### config.mk
export PLATFORM = sky130hd
export DESIGN_NAME = serial_subtractor_flat
export DESIGN_NICKNAME = d
export VERILOG_FILES = /design/src/rtl/serial_subtractor_if.sv /design/src/rtl/serial_subtractor.sv /design/src/flat_wrapper.sv
export SDC_FILE = /design/constraint.sdc
export NUM_CORES = 1
export LEC_CHECK = 0
export ABC_CLOCK_PERIOD_IN_PS = 4300
export CAP_MARGIN = 20
export CORE_MARGIN = 1
export CORE_UTILIZATION = 25
export DETAILED_ROUTE_END_ITERATION = 8
export PLACE_DENSITY = 0.51
export REMOVE_ABC_BUFFERS = 1
export SKIP_LAST_GASP = 1
export SYNTH_ARGS = -nofsm -noshare
export SYNTH_HDL_FRONTEND = slang
export SYNTH_SLANG_ARGS = --single-unit
### constraint.sdc
create_clock -name clk -period 4.3 [get_ports clk]
set_input_delay 0.86 -clock clk [delete_from_list [all_inputs] [get_ports clk]]
set_output_delay 0.86 -clock clk [all_outputs]
set_load 0.02 [all_outputs]
### src/rtl/serial_subtractor_if.sv
// Operand/result bundle for serial_subtractor; master drives start and operands, slave returns status and result.
// SERIAL_SUB_SIGNED_OVF_EN adds the signed-overflow flag ovf.
interface serial_subtractor_if #(
  parameter int WIDTH = 8
);
  logic             start;
  logic [WIDTH-1:0] a;
  logic [WIDTH-1:0] b;
  logic             borrow_in;
  logic             busy;
  logic             done;
  logic [WIDTH-1:0] diff;
  logic             borrow_out;
`ifdef SERIAL_SUB_SIGNED_OVF_EN
  logic             ovf;
`endif

  modport master (
    output start, a, b, borrow_in,
`ifdef SERIAL_SUB_SIGNED_OVF_EN
    input  ovf,
`endif
    input  busy, done, diff, borrow_out
  );

  modport slave (
    input  start, a, b, borrow_in,
`ifdef SERIAL_SUB_SIGNED_OVF_EN
    output ovf,
`endif
    output busy, done, diff, borrow_out
  );
endinterface

### src/rtl/serial_subtractor.sv
// Multi-cycle a - b - borrow_in, SLICE bits per clock LSB first; done N=WIDTH/SLICE cycles after start, one result per N+1.
// No output stall: start is ignored during RUN. SERIAL_SUB_SIGNED_OVF_EN adds the signed overflow output ovf.
module serial_subtractor #(
  parameter int WIDTH = 8,
  parameter int SLICE = 1
) (
  input logic            clk,
  input logic            rst_n,
  serial_subtractor_if.slave bus
);
  localparam int N  = WIDTH / SLICE;
  localparam int CW = (N > 1) ? $clog2(N) : 1;

  if (WIDTH < 2 || SLICE < 1 || (WIDTH % SLICE) != 0) begin : g_param_check
    $error("serial_subtractor: SLICE must divide WIDTH and WIDTH must be >= 2");
  end

  typedef enum logic [1:0] {IDLE, RUN, DONE} state_t;

  state_t           state, state_nxt;
  logic [CW-1:0]    cnt;
  logic [WIDTH-1:0] a_reg, b_reg, acc, acc_nxt, diff_q;
  logic             br_reg, bout_q;
  logic [SLICE:0]   sub;
  logic             last, accept;
  int               idx;

  always_comb begin
    state_nxt = state;
    accept    = 1'b0;
    last      = (cnt == CW'(N - 1));
    case (state)
      IDLE: begin
        if (bus.start) begin
          state_nxt = RUN;
          accept    = 1'b1;
        end
      end
      RUN: begin
        if (last) state_nxt = DONE;
      end
      DONE: begin
        accept    = bus.start;
        state_nxt = bus.start ? RUN : IDLE;
      end
      default: state_nxt = IDLE;
    endcase
  end

  // One slice of the ripple: the top bit of the (SLICE+1)-bit difference is the borrow.
  always_comb begin
    idx     = int'(cnt) * SLICE;
    sub     = {1'b0, a_reg[idx +: SLICE]} - {1'b0, b_reg[idx +: SLICE]} - (SLICE+1)'(br_reg);
    acc_nxt = acc;
    acc_nxt[idx +: SLICE] = sub[SLICE-1:0];
  end

  assign bus.busy       = (state == RUN);
  assign bus.done       = (state == DONE);
  assign bus.diff       = diff_q;
  assign bus.borrow_out = bout_q;

`ifdef SERIAL_SUB_SIGNED_OVF_EN
  logic ovf_q;
  assign bus.ovf = ovf_q;
`endif

  always_ff @(posedge clk or negedge rst_n) begin
    if (!rst_n) begin
      state  <= IDLE;
      cnt    <= '0;
      a_reg  <= '0;
      b_reg  <= '0;
      br_reg <= 1'b0;
      acc    <= '0;
      diff_q <= '0;
      bout_q <= 1'b0;
`ifdef SERIAL_SUB_SIGNED_OVF_EN
      ovf_q  <= 1'b0;
`endif
    end else begin
      state <= state_nxt;
      if (accept) begin
        a_reg  <= bus.a;
        b_reg  <= bus.b;
        br_reg <= bus.borrow_in;
        cnt    <= '0;
      end else if (state == RUN) begin
        acc    <= acc_nxt;
        br_reg <= sub[SLICE];
        cnt    <= cnt + 1'b1;
        if (last) begin
          diff_q <= acc_nxt;
          bout_q <= sub[SLICE];
`ifdef SERIAL_SUB_SIGNED_OVF_EN
          // Operand MSBs are never shifted, so a_reg/b_reg still hold the signs.
          ovf_q  <= (a_reg[WIDTH-1] ^ b_reg[WIDTH-1]) & (acc_nxt[WIDTH-1] ^ a_reg[WIDTH-1]);
`endif
        end
      end
    end
  end
endmodule

### src/flat_wrapper.sv
// flat-port wrapper written by rule: the top's interface ports become plain ports
module serial_subtractor_flat 
#(
  parameter int WIDTH = 8,
  parameter int SLICE = 1
)
  (clk, rst_n, bus_start, bus_a, bus_b, bus_borrow_in, bus_busy, bus_done, bus_diff, bus_borrow_out);
  serial_subtractor_if #(.WIDTH(WIDTH)) bus_i ();
  input logic clk;
  input logic rst_n;
  input wire logic [$bits(bus_i.start)-1:0] bus_start;
  input wire logic [$bits(bus_i.a)-1:0] bus_a;
  input wire logic [$bits(bus_i.b)-1:0] bus_b;
  input wire logic [$bits(bus_i.borrow_in)-1:0] bus_borrow_in;
  output wire logic [$bits(bus_i.busy)-1:0] bus_busy;
  output wire logic [$bits(bus_i.done)-1:0] bus_done;
  output wire logic [$bits(bus_i.diff)-1:0] bus_diff;
  output wire logic [$bits(bus_i.borrow_out)-1:0] bus_borrow_out;
  assign bus_i.start = bus_start;
  assign bus_i.a = bus_a;
  assign bus_i.b = bus_b;
  assign bus_i.borrow_in = bus_borrow_in;
  assign bus_busy = bus_i.busy;
  assign bus_done = bus_i.done;
  assign bus_diff = bus_i.diff;
  assign bus_borrow_out = bus_i.borrow_out;
  serial_subtractor #(.WIDTH(WIDTH), .SLICE(SLICE)) u_core (.clk(clk), .rst_n(rst_n), .bus(bus_i));
endmodule
==> metrics.cfg <==
[cts]
cts_setup_buffers=0
root_buffer=clkbuf_8
cts_tree=built
cts_made_buffers=5
path_clk_slew_ps=80
ctsHoldBuffers=0
clock_sinks=39
cts_buffer_depth=2
htreeDepth=2
cts_resized=0
clock_latency_ps=300

[critical_path]
crit_path_max_fanout=15
start_kind=flop
crit_arrival_ps=3100
crit_type=reg -> reg
required_ps=4520
cp-end-kind=flop

[synthesis]
ys_seq_area_share_pct=48.6
synth-seq-cells=39
syn_area_per_cell_um2=12.6
synth.distinct_cells=36
async_flop_share_pct=100
synth_edf_count=0
yosysWarnings=0
synth_ff_type=dfrtp_1
syn_inst=160
mappedNetlistArea_mm2=0.00201

[drt]
routed_wl_mm=3.97
drt-wirelength-per-cell_um=13.5
antenna_left=0
drc=0
drtPass1Iterations=4
num_vias=1341
drt_iter0_markers=36
vias_per_cell=4.58

[grt]
overflow=0
grt_pass1_wl_mm=6.86
antenna_found_initial=0
grt_max_degree=40
grt_pass1_vias=1444
grtUsageTotal_pct=10.5

[floorplanning]
die_area_mm2=0.00840
initial_core_util_pct=25.9
core-area_mm2=0.00777
pin_count=31
fp.dieH_um=91.6
dieWidth_um=91.6
std_cell_rows=32

[final_layout]
fin_util_pct=31.9
syn2layout_area_growth_pct=23.4
diodes=0
drive_above_1_share_pct=22.5
final_common_cell=dfrtp_1
nFillCells=809
nNetsFinal=218
final_cell_mix=39 x dfrtp_1, 29 x clkdlybuf4s50_1, 22 x mux2_2

[placement]
io_buffer_count=30
globalplace.congestion=0.711
hpwlAfterDp_mm=2.76
pre_cts_ws_ps=1420

[timing]
setup-violations-final=0
relSlewSlack_pct=41.0
tightest_slew_ps=885
setup_ws_ps=1420
finalCritPeriodShare_pct=67.0
skew_ps=9.29
max_freq_mhz=347
rsz0062_at_grt=no
tns_ps=0
hold_viol=0
finalCriticalPeriod_ps=2880
drv_slew=0

[status]
outcome=finished clean

[job]
maxCapViolCount=0

[pwr]
vdd.ir_drop.worst_uv=252
power_density_mw_per_mm2=787
cellLeakagePower_uw=0.00102

[worst_hold_path]
min_path_type=reg -> reg

routing by layer:
| metal | up-vias | global-route usage [%] | wire length [µm] |
|---|---|---|---|
| met3 | 7 | 2.99 | 184 |
| met5 | - | 0 | 0 |
| met2 | 30 | 17.9 | 1970 |
| met1 | 663 | 12.6 | 1760 |
| met4 | 0 | 3.57 | 56 |
| li1 | 641 | - | - |
power by group:
part           internal [µW]  total, µW  leakage, µW  switching, µW
Combinational            514       1000     0.000514            490
Sequential               547        692     0.000468            146
Clock                    113        253    0.0000402            140
critical path: stages (launching register included):
cell and delay, ps:
dfrtp_1 800, mux4_1 640, nand2_1 80, nand2_1 70, fa_1 610, and4bb_2 310, nand4_1 110, a31oi_1 180
synthesized netlist by cell type, types with 4 or more instances:
master | number | area share, %
o21ai_0 | 7 | 1.7
buf_2 | 4 | 1.0
mux2_2 | 22 | 12
mux4_1 | 4 | 5.2
ha_1 | 7 | 4.4
inv_1 | 5 | 0.93
a21oi_1 | 4 | 1.0
a31oi_1 | 8 | 2.5
nand2b_1 | 5 | 1.6
dfrtp_1 | 39 | 49
nor2_1 | 10 | 1.9
nor3_1 | 6 | 1.5
nand2_1 | 7 | 1.3
cell type report:
class	instances	area (µm²)	area share, %
multi-input combinational	107	960	38.7
timing repair buffer	31	303	12.2
sequential	39	976	39.4
clock buffer	5	68.8	2.78
tap	102	128	5.15
inverter	6	22.5	0.909
clock inverter	3	20.0	0.808
metrics by stage:
stage	total power [µW]	area (µm²)	instances	hold WS (ps)
4_1_cts	1980	2480	293	491
3_3_place_gp	1710	2390	285	464
6_report	1950	2480	293	484
2_1_floorplan	1400	1960	152	451
5_1_grt	2120	2480	293	519
3_5_place_dp	1720	2390	285	473
cells by family (layout without fill, tap and decap cells):
logic type / Yosys count / in the layout / synth area share [%]
DFF: 39 / 39 / 48.6
buffers and inverters: 14 / 45 / 3.61
AOI/OAI and AO/OA: 25 / 25 / 7.98
adders and majority gates: 8 / 8 / 5.36
muxes: 30 / 30 / 19.9
and+or+nand+nor: 44 / 44 / 14.5
path summary, 6_finish.rpt:
| check | startpoint | end | depth (start not counted) | slack (ps) |
|---|---|---|---|---|
| setup / recovery | u_core.cnt[0] | u_core.bus.diff[2] | 7 | 1420 |
| hold / removal | u_core.acc[0] | u_core.acc[0] | 1 | 480 |
| setup reg to reg | u_core.cnt[0] | u_core.bus.diff[2] | 7 | 1420 |
| hold reg to reg | u_core.acc[0] | u_core.acc[0] | 1 | 480 |
| max in group asynchronous | rst_n | u_core.bus.diff[3] | 1 | 3070 |
| min in group asynchronous | rst_n | u_core.bus.diff[4] | 1 | 680 |
Note: power is estimated with default switching activity, not from simulation.
